===== config.mk =====
export PLATFORM = sky130hd
export DESIGN_NAME = idli_grf_xfer_m
export DESIGN_NICKNAME = d
export VERILOG_FILES = /design/src/rtl/idli_grf_xfer_m.sv
export SDC_FILE = /design/constraint.sdc
export NUM_CORES = 1
export LEC_CHECK = 0
export CORE_MARGIN = 2
export CORE_UTILIZATION = 25
export DETAILED_ROUTE_END_ITERATION = 10
export PLACE_DENSITY = 0.52
export SLEW_MARGIN = 20
export SYNTH_ARGS = -nofsm -noshare
export SYNTH_HDL_FRONTEND = slang
export SYNTH_SLANG_ARGS = --single-unit
export TNS_END_PERCENT = 30

===== constraint.sdc =====
create_clock -name i_xfr_gck -period 2 [get_ports i_xfr_gck]
set_input_delay 0.2 -clock i_xfr_gck [delete_from_list [all_inputs] [get_ports i_xfr_gck]]
set_output_delay 0.2 -clock i_xfr_gck [all_outputs]
set_load 0.005 [all_outputs]

===== src/rtl/idli_grf_xfer_m.sv =====
// Parallel-side client of the nibble-serial GPR file: accepts one register read or
// write, aligns it to the nibble rotation phase, streams it over 4 cycles, returns a response.
module idli_grf_xfer_m #(
    parameter int unsigned DATA_W = 16
) (
    input  logic              i_xfr_gck,
    input  logic              i_xfr_rst_n,
    input  logic              i_xfr_req_vld,
    output logic              o_xfr_req_rdy,
    input  logic              i_xfr_req_wr,
    input  logic [2:0]        i_xfr_req_reg,
    input  logic [DATA_W-1:0] i_xfr_req_data,
    output logic              o_xfr_rsp_vld,
    input  logic              i_xfr_rsp_rdy,
    output logic [DATA_W-1:0] o_xfr_rsp_data,
    output logic [1:0]        o_xfr_phase,
    output logic [2:0]        o_xfr_grf_a,
    output logic              o_xfr_grf_a_vld,
    output logic [3:0]        o_xfr_grf_a_data,
    output logic [2:0]        o_xfr_grf_b,
    input  logic [3:0]        i_xfr_grf_b_data
);

    typedef enum logic [1:0] {
        ST_IDLE,
        ST_WAIT,
        ST_XFER,
        ST_RESP
    } state_t;

    state_t              state_q, state_d;
    logic [1:0]          phase_q;
    logic                wr_q;
    logic [2:0]          reg_q;
    logic [DATA_W-1:0]   data_q;
    logic [DATA_W-1:0]   rsp_q;
    logic                accept;

    assign accept         = (state_q == ST_IDLE) && i_xfr_req_vld;
    assign o_xfr_phase    = phase_q;
    assign o_xfr_rsp_data = rsp_q;

    always_ff @(posedge i_xfr_gck or negedge i_xfr_rst_n) begin
        if (!i_xfr_rst_n) begin
            state_q <= ST_IDLE;
            phase_q <= '0;
            wr_q    <= 1'b0;
            reg_q   <= '0;
            data_q  <= '0;
            rsp_q   <= '0;
        end else begin
            state_q <= state_d;
            phase_q <= phase_q + 2'd1;
            if (accept) begin
                wr_q   <= i_xfr_req_wr;
                reg_q  <= i_xfr_req_reg;
                data_q <= i_xfr_req_data;
            end
            // Reads assemble nibble by nibble; writes echo the captured data once streamed.
            if (state_q == ST_XFER) begin
                if (!wr_q) begin
                    rsp_q[{phase_q, 2'b00} +: 4] <= i_xfr_grf_b_data;
                end else if (phase_q == 2'd3) begin
                    rsp_q <= data_q;
                end
            end
        end
    end

    // GRF strobes are decoded from state so an asynchronous reset drops them at once.
    always_comb begin
        state_d          = state_q;
        o_xfr_req_rdy    = 1'b0;
        o_xfr_rsp_vld    = 1'b0;
        o_xfr_grf_a      = '0;
        o_xfr_grf_b      = '0;
        o_xfr_grf_a_vld  = 1'b0;
        o_xfr_grf_a_data = '0;
        unique case (state_q)
            ST_IDLE: begin
                o_xfr_req_rdy = 1'b1;
                if (i_xfr_req_vld) begin
                    state_d = (phase_q == 2'd3) ? ST_XFER : ST_WAIT;
                end
            end
            ST_WAIT: begin
                if (phase_q == 2'd3) begin
                    state_d = ST_XFER;
                end
            end
            ST_XFER: begin
                o_xfr_grf_a      = reg_q;
                o_xfr_grf_b      = reg_q;
                o_xfr_grf_a_vld  = wr_q;
                o_xfr_grf_a_data = wr_q ? data_q[{phase_q, 2'b00} +: 4] : 4'h0;
                if (phase_q == 2'd3) begin
                    state_d = ST_RESP;
                end
            end
            ST_RESP: begin
                o_xfr_rsp_vld = 1'b1;
                if (i_xfr_rsp_rdy) begin
                    state_d = ST_IDLE;
                end
            end
            default: state_d = ST_IDLE;
        endcase
    end

endmodule


==> results_dict.tcl <==
set metrics [dict create \
    status "finished clean" \
    cts_buffers 5 \
    synth.cell_area_um2 2120 \
    syn_inst 176 \
    grt_start_max_net_pins 41 \
    mostFrequentLayoutCells "clkdlybuf4s50_1 (49), dfrtp_1 (38), mux2_2 (20), nor2_1 (18), a21oi_1 (12)" \
    vias_per_cell 4.49 \
    synth_edf_count 0 \
    ys_warn_count 0 \
    die_width_um 96.0 \
    hold_violations 0 \
    grt.overflow.total 0 \
    dr.first_iter.drc_count 54 \
    clk_pin_slew_worst_paths_ns 0.08 \
    avgSynthCellArea_um2 12.0 \
    fp.dieH_um 96.0 \
    synth_cell_types 32 \
    ctsHtreeMaxLevel 2 \
    slew_viol_final 0 \
    boundaryPins 59 \
    min_period_ns 1.94 \
    initial_core_util_pct 25.7 \
    core_area_um2 8220 \
    tritoncts "done" \
    cts.sinks 40 \
    cts_buffer_depth 2 \
    layout.cells.non_filler 351 \
    dp.cells 340 \
    synthArstFlopShare_pct 100 \
    clk-insertion-delay-late_ns 0.30 \
    dr_total_vias 1575 \
    min_period_over_period_pct 97.1 \
    rrSetupSlack_ns 0.11 \
    worst-path-buf-inv 3 \
    globalRouteTotalUtil_pct 12.6 \
    peakVddDrop_v 0.000424 \
    final_common_cell "clkdlybuf4s50_1" \
    cpMaxStageDelayCell "clkdlybuf4s50_1" \
    portBuffers 58 \
    hp-class "register to register" \
    ant_nets 0 \
    fin_tns_setup_ns 0 \
    gp_congestion 0.763 \
    dieArea_um2 9220 \
    rows 33 \
    fin_skew_ns 0.00842 \
    utilization_pct 36.8 \
    dp_hpwl_mm 4.23 \
    grt_first_pass_wirelength_mm 8.65 \
    crit_chain "inv_4 -> ha_4 -> buf_8 -> and2_4 -> clkdlybuf4s50_1" \
    drc 0 \
    power_density_nw_per_um2 1310 \
    leakage_nw 1.32 \
    nFillCells 795 \
    max_slew_margin_pct 66.1 \
    antenna_cells 0 \
    nNetsFinal 283 \
    critPathKind "register to primary output" \
    routed_wl_mm 5.54 \
    critPathRequiredTime_ns 1.80 \
    areaGrowthSynthToFinish_pct 42.9 \
    setup_viol_count_final 0 \
    worst_setup_path_end_kind "primary output" \
    ys_seq_area_share_pct 47.3 \
    maxCapViolCount 0 \
    antenna_found_initial 0 \
    final_layout_size_suffix_gt1_share_pct 25.6 \
    dr.pass1.iters 4 \
    max_freq_ghz 0.515 \
    cp_top_family "buffers and inverters" \
    tightest_slew_ns 0.509 \
    worstPathArrival_ns 1.74 \
    slowest_delay_ns 0.49 \
    routedWlPerCell_um 15.8 \
    cp-start-kind "register" \
    critPathMaxFanout 9 \
    first_global_vias 1614 \
    ys.flop_type "dfrtp_1" \
    ys_ff_latch 40 \
    cts_root_buffer "clkbuf_8" \
    postSynthNetCount 214 \
]
## Yosys cell counts (all sizes together) (3+ instances only)
library cell / instances / area share (%)
a21boi: 3 / 2.7
a21oi: 12 / 2.8
a22oi: 11 / 3.9
a31oi: 5 / 1.5
and2: 9 / 2.7
buf: 9 / 2.9
dfrtp: 40 / 47
ha: 10 / 5.9
inv: 5 / 0.89
mux2: 20 / 11
mux4: 4 / 4.3
nand2: 8 / 1.8
nand2b: 5 / 2.2
nand4: 4 / 1.2
nor2: 18 / 3.2
## where the power goes
group | total, mW | leakage [nW] | switching [mW] | internal (mW)
clock network | 0.563 | 0.0510 | 0.288 | 0.275
registers | 1.52 | 0.460 | 0.320 | 1.20
logic | 1.89 | 0.806 | 0.706 | 1.18
## cells by family (layout without fill, tap and decap cells)
| group | count (synthesis) | after routing | synth area share [%] |
|---|---|---|---|
| buffers and inverters | 15 | 85 | 3.96 |
| AOI/OAI and AO/OA | 37 | 37 | 12.9 |
| and+or+nand+nor | 49 | 49 | 14.5 |
| adders and majority gates | 10 | 10 | 5.91 |
| muxes | 25 | 25 | 15.4 |
| DFF | 40 | 40 | 47.3 |
## sequential cells by signal, summed over array words and instances, names as in the netlist
signal / flops
data_q: 16
state_q: 2
o_xfr_phase: 2
wr_q: 1
o_xfr_rsp_data: 16
reg_q: 3
## layer usage
metal  wire [um]  part of all wire [%]  global-route usage [%]
met1        2520                    46                    16.8
met2        2590                    47                    20.1
met3         351                   6.3                    3.21
met4          64                   1.2                    3.57
met5           0                     0                       0
## stage by stage
| step | setup slack, ns | hold WS (ns) | cell area, um^2 | total power [mW] |
|---|---|---|---|---|
| 4_1_cts | 0.00428 | 0.504 | 2980 | 4.01 |
| 5_1_grt | -0.00908 | 0.514 | 3020 | 4.26 |
| 2_1_floorplan | 0.289 | -0.0956 | 2120 | 2.49 |
| 3_3_place_gp | 0.124 | 0.301 | 2850 | 3.40 |
| 3_5_place_dp | 0.117 | 0.297 | 2850 | 3.41 |
| 6_report | 0.0574 | 0.503 | 3020 | 3.97 |
## worst paths after layout
check	cells past startpoint	from	to
worst max-delay path	5	state_q[0]	o_xfr_grf_b[0]
min in group asynchronous	3	i_xfr_rst_n	state_q[0]
worst min-delay path	1	reg_q[2]	reg_q[2]
max in group asynchronous	3	i_xfr_rst_n	o_xfr_phase[0]
worst max register to register	7	o_xfr_phase[0]	o_xfr_rsp_data[0]
worst min register to register	1	reg_q[2]	reg_q[2]
## area by class of cell
type | instances | area (um^2) | area share (%)
Multi-Input combinational cell | 121 | 1050 | 34.9
Sequential cell | 40 | 1000 | 33.2
Timing Repair Buffer | 72 | 721 | 23.8
Tap cell | 105 | 131 | 4.35
Clock buffer | 6 | 82.6 | 2.73
Inverter | 5 | 21.3 | 0.704
Clock inverter | 2 | 10.0 | 0.331
## what timing repair did
item	in CTS	in global routing
gates resized for setup	13	8
hold buffers	1	0
buffers inserted	1	1
endpoints found under the hold margin	40	0
setup endpoints to repair	11	9
No activity file was read; power rests on OpenSTA's default activity.
